<file path="config.mk">
export PLATFORM = sky130hd
export DESIGN_NAME = mux4_rr_arbiter
export DESIGN_NICKNAME = d
export VERILOG_FILES = /design/src/rtl/mux4_rr_arbiter.sv
export SDC_FILE = /design/constraint.sdc
export NUM_CORES = 1
export LEC_CHECK = 0
export ABC_AREA = 1
export CAP_MARGIN = 25
export CORE_AREA = 2 2 79 51
export DETAILED_ROUTE_END_ITERATION = 12
export DIE_AREA = 0 0 81 53
export HOLD_SLACK_MARGIN = 0.02
export PLACE_DENSITY = 0.74
export SYNTH_ARGS = -nofsm -noshare
export SYNTH_HDL_FRONTEND = slang
export SYNTH_SLANG_ARGS = --single-unit
</file>
<file path="constraint.sdc">
create_clock -name CLK -period 2.1 [get_ports CLK]
set_input_delay 0.63 -clock CLK [delete_from_list [all_inputs] [get_ports CLK]]
set_output_delay 0.63 -clock CLK [all_outputs]
set_load 0.05 [all_outputs]
</file>
<file path="src/rtl/mux4_rr_arbiter.sv">
// Round-robin arbiter for four requesters sharing one 4:1 byte mux.
// Grants one requester at a time and caps each grant at MAX_BURST beats over valid/ready.
module mux4_rr_arbiter #(
    parameter int DATA_W    = 8,
    parameter int MAX_BURST = 4
) (
    input  logic              CLK,
    input  logic              RST,
    input  logic [3:0]        REQ,
    input  logic [DATA_W-1:0] A,
    input  logic [DATA_W-1:0] B,
    input  logic [DATA_W-1:0] C,
    input  logic [DATA_W-1:0] D,
    input  logic              OUT_READY,
    output logic [DATA_W-1:0] OUT,
    output logic              OUT_VALID,
    output logic [3:0]        GNT,
    output logic [1:0]        SEL
);

    // state | meaning
    // IDLE  | no grant outstanding, waiting for any REQ
    // BUSY  | SEL owns the channel, beats metered by CNT
    typedef enum logic {
        ST_IDLE,
        ST_BUSY
    } state_t;

    localparam logic [3:0] LAST_BEAT = 4'(MAX_BURST - 1);

    state_t      state_q, state_d;
    logic [1:0]  sel_q, sel_d;
    logic [1:0]  ptr_q, ptr_d;
    logic [3:0]  cnt_q, cnt_d;

    logic [3:0]        sel_onehot;
    logic [3:0]        others;
    logic [DATA_W-1:0] data_sel;
    logic              busy;
    logic              beat;
    logic              rel_drop;
    logic              rel_burst;

    // First set bit of r, searching from p upward with wraparound.
    function automatic logic [1:0] arb(input logic [3:0] r, input logic [1:0] p);
        logic [1:0] idx;
        arb = p;
        for (int i = 3; i >= 0; i--) begin
            idx = p + 2'(i);
            if (r[idx]) arb = idx;
        end
    endfunction

    always_comb begin
        data_sel = A;
        case (sel_q)
            2'd0: data_sel = A;
            2'd1: data_sel = B;
            2'd2: data_sel = C;
            2'd3: data_sel = D;
            default: data_sel = A;
        endcase
    end

    assign busy       = (state_q == ST_BUSY);
    assign sel_onehot = 4'b0001 << sel_q;
    assign GNT        = busy ? sel_onehot : 4'b0000;
    assign OUT_VALID  = busy & REQ[sel_q];
    assign OUT        = OUT_VALID ? data_sel : '0;
    assign SEL        = sel_q;

    assign beat      = OUT_VALID & OUT_READY;
    assign rel_drop  = busy & ~REQ[sel_q];
    assign rel_burst = beat & (cnt_q == LAST_BEAT);
    assign others    = REQ & ~sel_onehot;

    always_comb begin
        state_d = state_q;
        sel_d   = sel_q;
        ptr_d   = ptr_q;
        cnt_d   = cnt_q;
        case (state_q)
            ST_IDLE: begin
                if (REQ != 4'b0000) begin
                    sel_d   = arb(REQ, ptr_q);
                    cnt_d   = 4'd0;
                    state_d = ST_BUSY;
                end
            end
            ST_BUSY: begin
                if (rel_drop || rel_burst) begin
                    ptr_d = sel_q + 2'd1;
                    cnt_d = 4'd0;
                    // Hand over with no dead cycle when anyone else is waiting.
                    if (others != 4'b0000) begin
                        sel_d = arb(others, sel_q + 2'd1);
                    end else if (!rel_burst) begin
                        state_d = ST_IDLE;
                    end
                end else if (beat) begin
                    cnt_d = cnt_q + 4'd1;
                end
            end
            default: state_d = ST_IDLE;
        endcase
    end

    always_ff @(posedge CLK) begin
        if (RST) begin
            state_q <= ST_IDLE;
            sel_q   <= 2'd0;
            ptr_q   <= 2'd0;
            cnt_q   <= 4'd0;
        end else begin
            state_q <= state_d;
            sel_q   <= sel_d;
            ptr_q   <= ptr_d;
            cnt_q   <= cnt_d;
        end
    end

endmodule
</file>
Word level (Yosys, flattened, before mapping). Cells that the tools add are included.

Muxes and demuxes: 42. Equal/unequal tests: 8. Bitwise operators: 8. Magnitude comparators: 9. Add/subtract/negate cells: 8. Reductions and logical operators: 7. Shift-type cells: 1.

Operator list (count): 8-bit one-hot mux with 4 select lines (1); 2-bit by 3-bit less-than comparator with 1-bit output (second input constant) (9); 2-bit 2-to-1 mux (11); 1-bit binary-select mux with 2-bit select (9); 4-bit 2-to-1 mux (4); 1-bit 2-to-1 mux (13); 2-bit adder (second input constant) (4); 8-bit 2-to-1 mux (1); 4-bit one-hot mux with 2 select lines (1); 4-bit nonzero test (2); 2-bit by 1-bit adder with 2-bit output (second input constant) (3); 4-bit by 1-bit adder with 4-bit output (second input constant) (1); 1-bit AND (4); 4-bit AND (1); 2-bit == test (second input constant) (2); 4-bit by 2-bit == test with 1-bit output (second input constant) (1); 2-bit by 1-bit inequality test with 1-bit output (second input constant) (2); 4-bit inverter (1); 2-bit one-hot mux with 2 select lines (1); 2-bit AND reduction (2); 1-bit by 2-bit << shifter with 4-bit output (first input constant) (1); 3-bit by 1-bit inequality test with 1-bit output (second input constant) (1); 3-bit AND reduction (1); 2-bit by 1-bit == test with 1-bit output (second input constant) (1); 5 further kinds (6).

Logic and storage cells: 87. Output and inout bits: 15. Flip-flop bits (word level): 9.

Depth between registers and ports, before layout.
Depth after elaboration: 12. Depth in mapped cells: 18. Gate-level depth less buffers: 15.

Worst setup path after synthesis. Ideal clock, no wire load.

Path type: register to output. From: register sel_q[0] (netlist: SEL[0]). To: output port OUT[4]. Buffers on the path: 4. Path slack: -1372 ps. Stages on the path, launching flop included: 10. Data required time: 1470 ps. Arrival: 2842 ps. Cell sequence: dfxtp_1 buf_6 inv_4 buf_8 ha_1 buf_2 inv_1 clkbuf_1 nor2_1 nor3_1.

Word-level cells in the longest chain between the ends: 4.

RTL lines: start: declaration (line 32) `logic [1:0] sel_q, sel_d;`; start signal: assignment (line 116) `sel_q <= sel_d;`; 1-bit binary-select mux with 2-bit select (line 68) `assign OUT_VALID = busy & REQ[sel_q];`; 1-bit 2-to-1 mux (not written as such) (line 68); 1-bit AND (line 68); 8-bit 2-to-1 mux (*) (line 69) `assign OUT = OUT_VALID ? data_sel : '0;`; end: declaration (line 15) `output logic [DATA_W-1:0] OUT,`.

Every way passes the cells marked *; elsewhere a longest branch is shown, timed or not. The select of a mux whose other input is x is not followed.

Worst setup path in the final report.
From: input port REQ[0]. To: output port OUT[6].

Word-level cells in the longest chain between the ends: 4.

RTL lines: start: declaration (line 9) `input logic [3:0] REQ,`; 1-bit binary-select mux with 2-bit select (line 68); 1-bit 2-to-1 mux (not written as such) (line 68); 1-bit AND (line 68); 8-bit 2-to-1 mux (line 69).

Every way passes these cells. The select of a mux whose other input is x is not followed.

==> impl_metrics.toml <==
[route]
drc = 0
routed_via_density = 4.92
drt_iter0_drc = 55
drt-pass1-iter-count = 5
wire_per_inst_um = 13.3
drt-total-wl_um = 4960
vias = 1829
ant_nets = 0

[sta]
fmax_mhz = 441
hold_viol_final = 0
timing.setup.tns_ns = -1.32
finalCriticalPeriod_ns = 2.27
finalSetupViolCount = 9
drv_slew = 0
maxSlewHeadroom_pct = 78.6
fin_skew_ns = 0.00279
worst_pin_slew_ns = 0.321
grt_setup_unrepaired = "yes"
period_share_pct = 108
setup_slack_ns = -0.165

[floorplanning]
dieArea_um2 = 4290
initial_core_util_pct = 38.2
die_x_um = 81
design.portCount = 54
chipHeight_um = 53
fp.coreArea_um2 = 3530
row_count = 17

[cells_and_area]
fin_cells = 372
multiInputGateArea_um2 = 1240
regArea_um2 = 188
antenna_cells = 0
area_growth_pct = 91.2
fillers = 287
drive_gt1_share_pct = 33.2
fin_nets = 370

[clock_tree]
postCtsHoldBufs = 0
root_buffer = "clkbuf_8"
clk_latency_ns = 0.24
cts_buffers = 3
cts_tree = "yes"
clock-sinks = 9
htreeDepth = 1
cts.path.max_buffers = 2
clk_pin_slew_worst_paths_ns = 0.05

[grt]
grt_pass1_wl_um = 7880
grt.overflow.total = 0
track_usage_pct = 24.2
antenna_found_initial = 0
grt_max_degree = 11
first_global_vias = 1679

[placement]
place_hpwl_um = 3870
place_congestion = 0.885
placed_cells = 359
port_buffers = 53

[yosys]
synth_most_common_cell = "nand2_1"
synth_edf_count = 0
async_reset_ff_share_pct = 0
synth.distinct_cells = 34
synth_top_area_share_pct = 28.1
synth-seq-cells = 9
synth_flop_cell = "dfxtp_1"
syn_area_um2 = 1350
yosys-top-cells-count = "nand2_1 (101), inv_1 (27), nand3_1 (16)"
yosys.area.top_type = "nand2_1"
yosysWarnings = 0
avgSynthCellArea_um2 = 5.51
synth_fp_nets = 289
ys_top_cells_by_area = "nand2_1 (28%), dfxtp_1 (13%), inv_1 (7.5%)"
seq_area_frac_synth_pct = 13.3
postSynthCellCount = 245

[job]
max_cap_violations = 0

[power_and_ir_drop]
power_density_nw_per_um2 = 1300
peakVddDrop_uv = 982
p_leak_nw = 1.21

[hold_path]
hp-class = "reg2reg"

[setup_path]
crit_required_ns = 1.47
startpoint_type = "primary input"
worstSetupPathType = "in2out"
crit_fanout = 8
critPathArrivalTime_ns = 1.64
cp-end-kind = "output port"

[status]
status = "finished with violations"
violations = "setup timing"
==> critical path: stages <==
cell and delay (ns):
buf_2 0.12, nand2_2 0.06, nand3_2 0.08, nand2_4 0.07, nor2_8 0.22, o21ai_2 0.11, a31oi_4 0.18, buf_12 0.16
==> cell usage in the layout (no fill, tap or decap), types with 2 or more instances in the layout <==
cell,n
o21ai_0,4
inv_2,3
nand3_2,4
clkdlybuf4s50_1,30
clkbuf_8,3
nor3_4,2
buf_12,14
ha_2,3
a21oi_1,14
dfxtp_1,7
dlygate4sd2_1,4
o21ai_1,5
o21ai_4,3
inv_1,25
nor2_1,13
a31oi_4,6
nand3_1,14
dfxtp_4,2
buf_6,5
nor2_4,3
buf_4,29
nand2_4,5
nand4_1,2
nand2_1,95
o21ai_2,3
a221oi_4,2
buf_2,4
nand2_2,5
==> timing repair <==
| action | in CTS | in global routing |
|---|---|---|
| setup buffers | 8 | 2 |
| endpoints found under the setup margin | 11 | 10 |
| pin swaps | 11 | 10 |
| resized for setup | 47 | 8 |
==> cell type report <==
class / instances / share of cell area (%)
tap: 47 / 2.28
inverter: 32 / 5.43
timing repair buffer: 86 / 35.2
sequential: 9 / 7.27
clock inverter: 1 / 0.194
multi-input combinational: 194 / 48.0
clock buffer: 3 / 1.60
==> where the power goes <==
| part | internal, mW | total [mW] | switching [mW] | leakage, nW |
|---|---|---|---|---|
| Clock | 0.130 | 0.207 | 0.0769 | 0.0255 |
| Combinational | 1.24 | 2.88 | 1.63 | 1.11 |
| Sequential | 0.218 | 0.282 | 0.0648 | 0.0752 |
==> sequential cells by signal, summed over array words and instances (netlist names) <==
register  cells
busy          1
ptr_q         2
SEL           2
cnt_q         4
==> per-layer routing <==
layer,part of all wire (%),vias to the layer above,global-route usage (%)
met3,6.8,6,4.27
met4,0.99,0,5.93
met2,45,64,39.7
met5,0,-,0
met1,47,814,33.0
li1,-,945,-
==> kinds of logic (layout without fill, tap and decap cells) <==
group	count (synthesis)	count (layout)	synth area share, %
compound gates	42	42	18.5
fa+ha+maj	5	5	4.63
buf+inv	42	122	14.4
flops	9	9	13.3
simple gates	147	147	49.1
==> worst paths after layout <==
check	from	endpoint	slack, ns	cells after the start
setup / recovery	REQ[0]	OUT[6]	-0.17	8
hold / removal	cnt_q[3]	cnt_q[3]	0.50	2
setup reg to reg	SEL[0]	SEL[0]	0.14	17
hold reg to reg	cnt_q[3]	cnt_q[3]	0.50	2
==> metrics by stage <==
step / util [%] / hold WS (ns) / power [mW] / cell area, µm² / setup slack (ns)
3_3_place_gp: 66.3 / 0.478 / 2.74 / 2340 / -0.513
5_1_grt: 73.1 / 0.528 / 3.61 / 2580 / -0.223
4_1_cts: 71.9 / 0.500 / 3.29 / 2540 / -0.184
6_report: 73.1 / 0.502 / 3.36 / 2580 / -0.165
3_5_place_dp: 66.3 / 0.493 / 2.78 / 2340 / -0.572
2_1_floorplan: - / 0.450 / 1.99 / 1540 / -0.259
(Power assumes the default switching activity.)
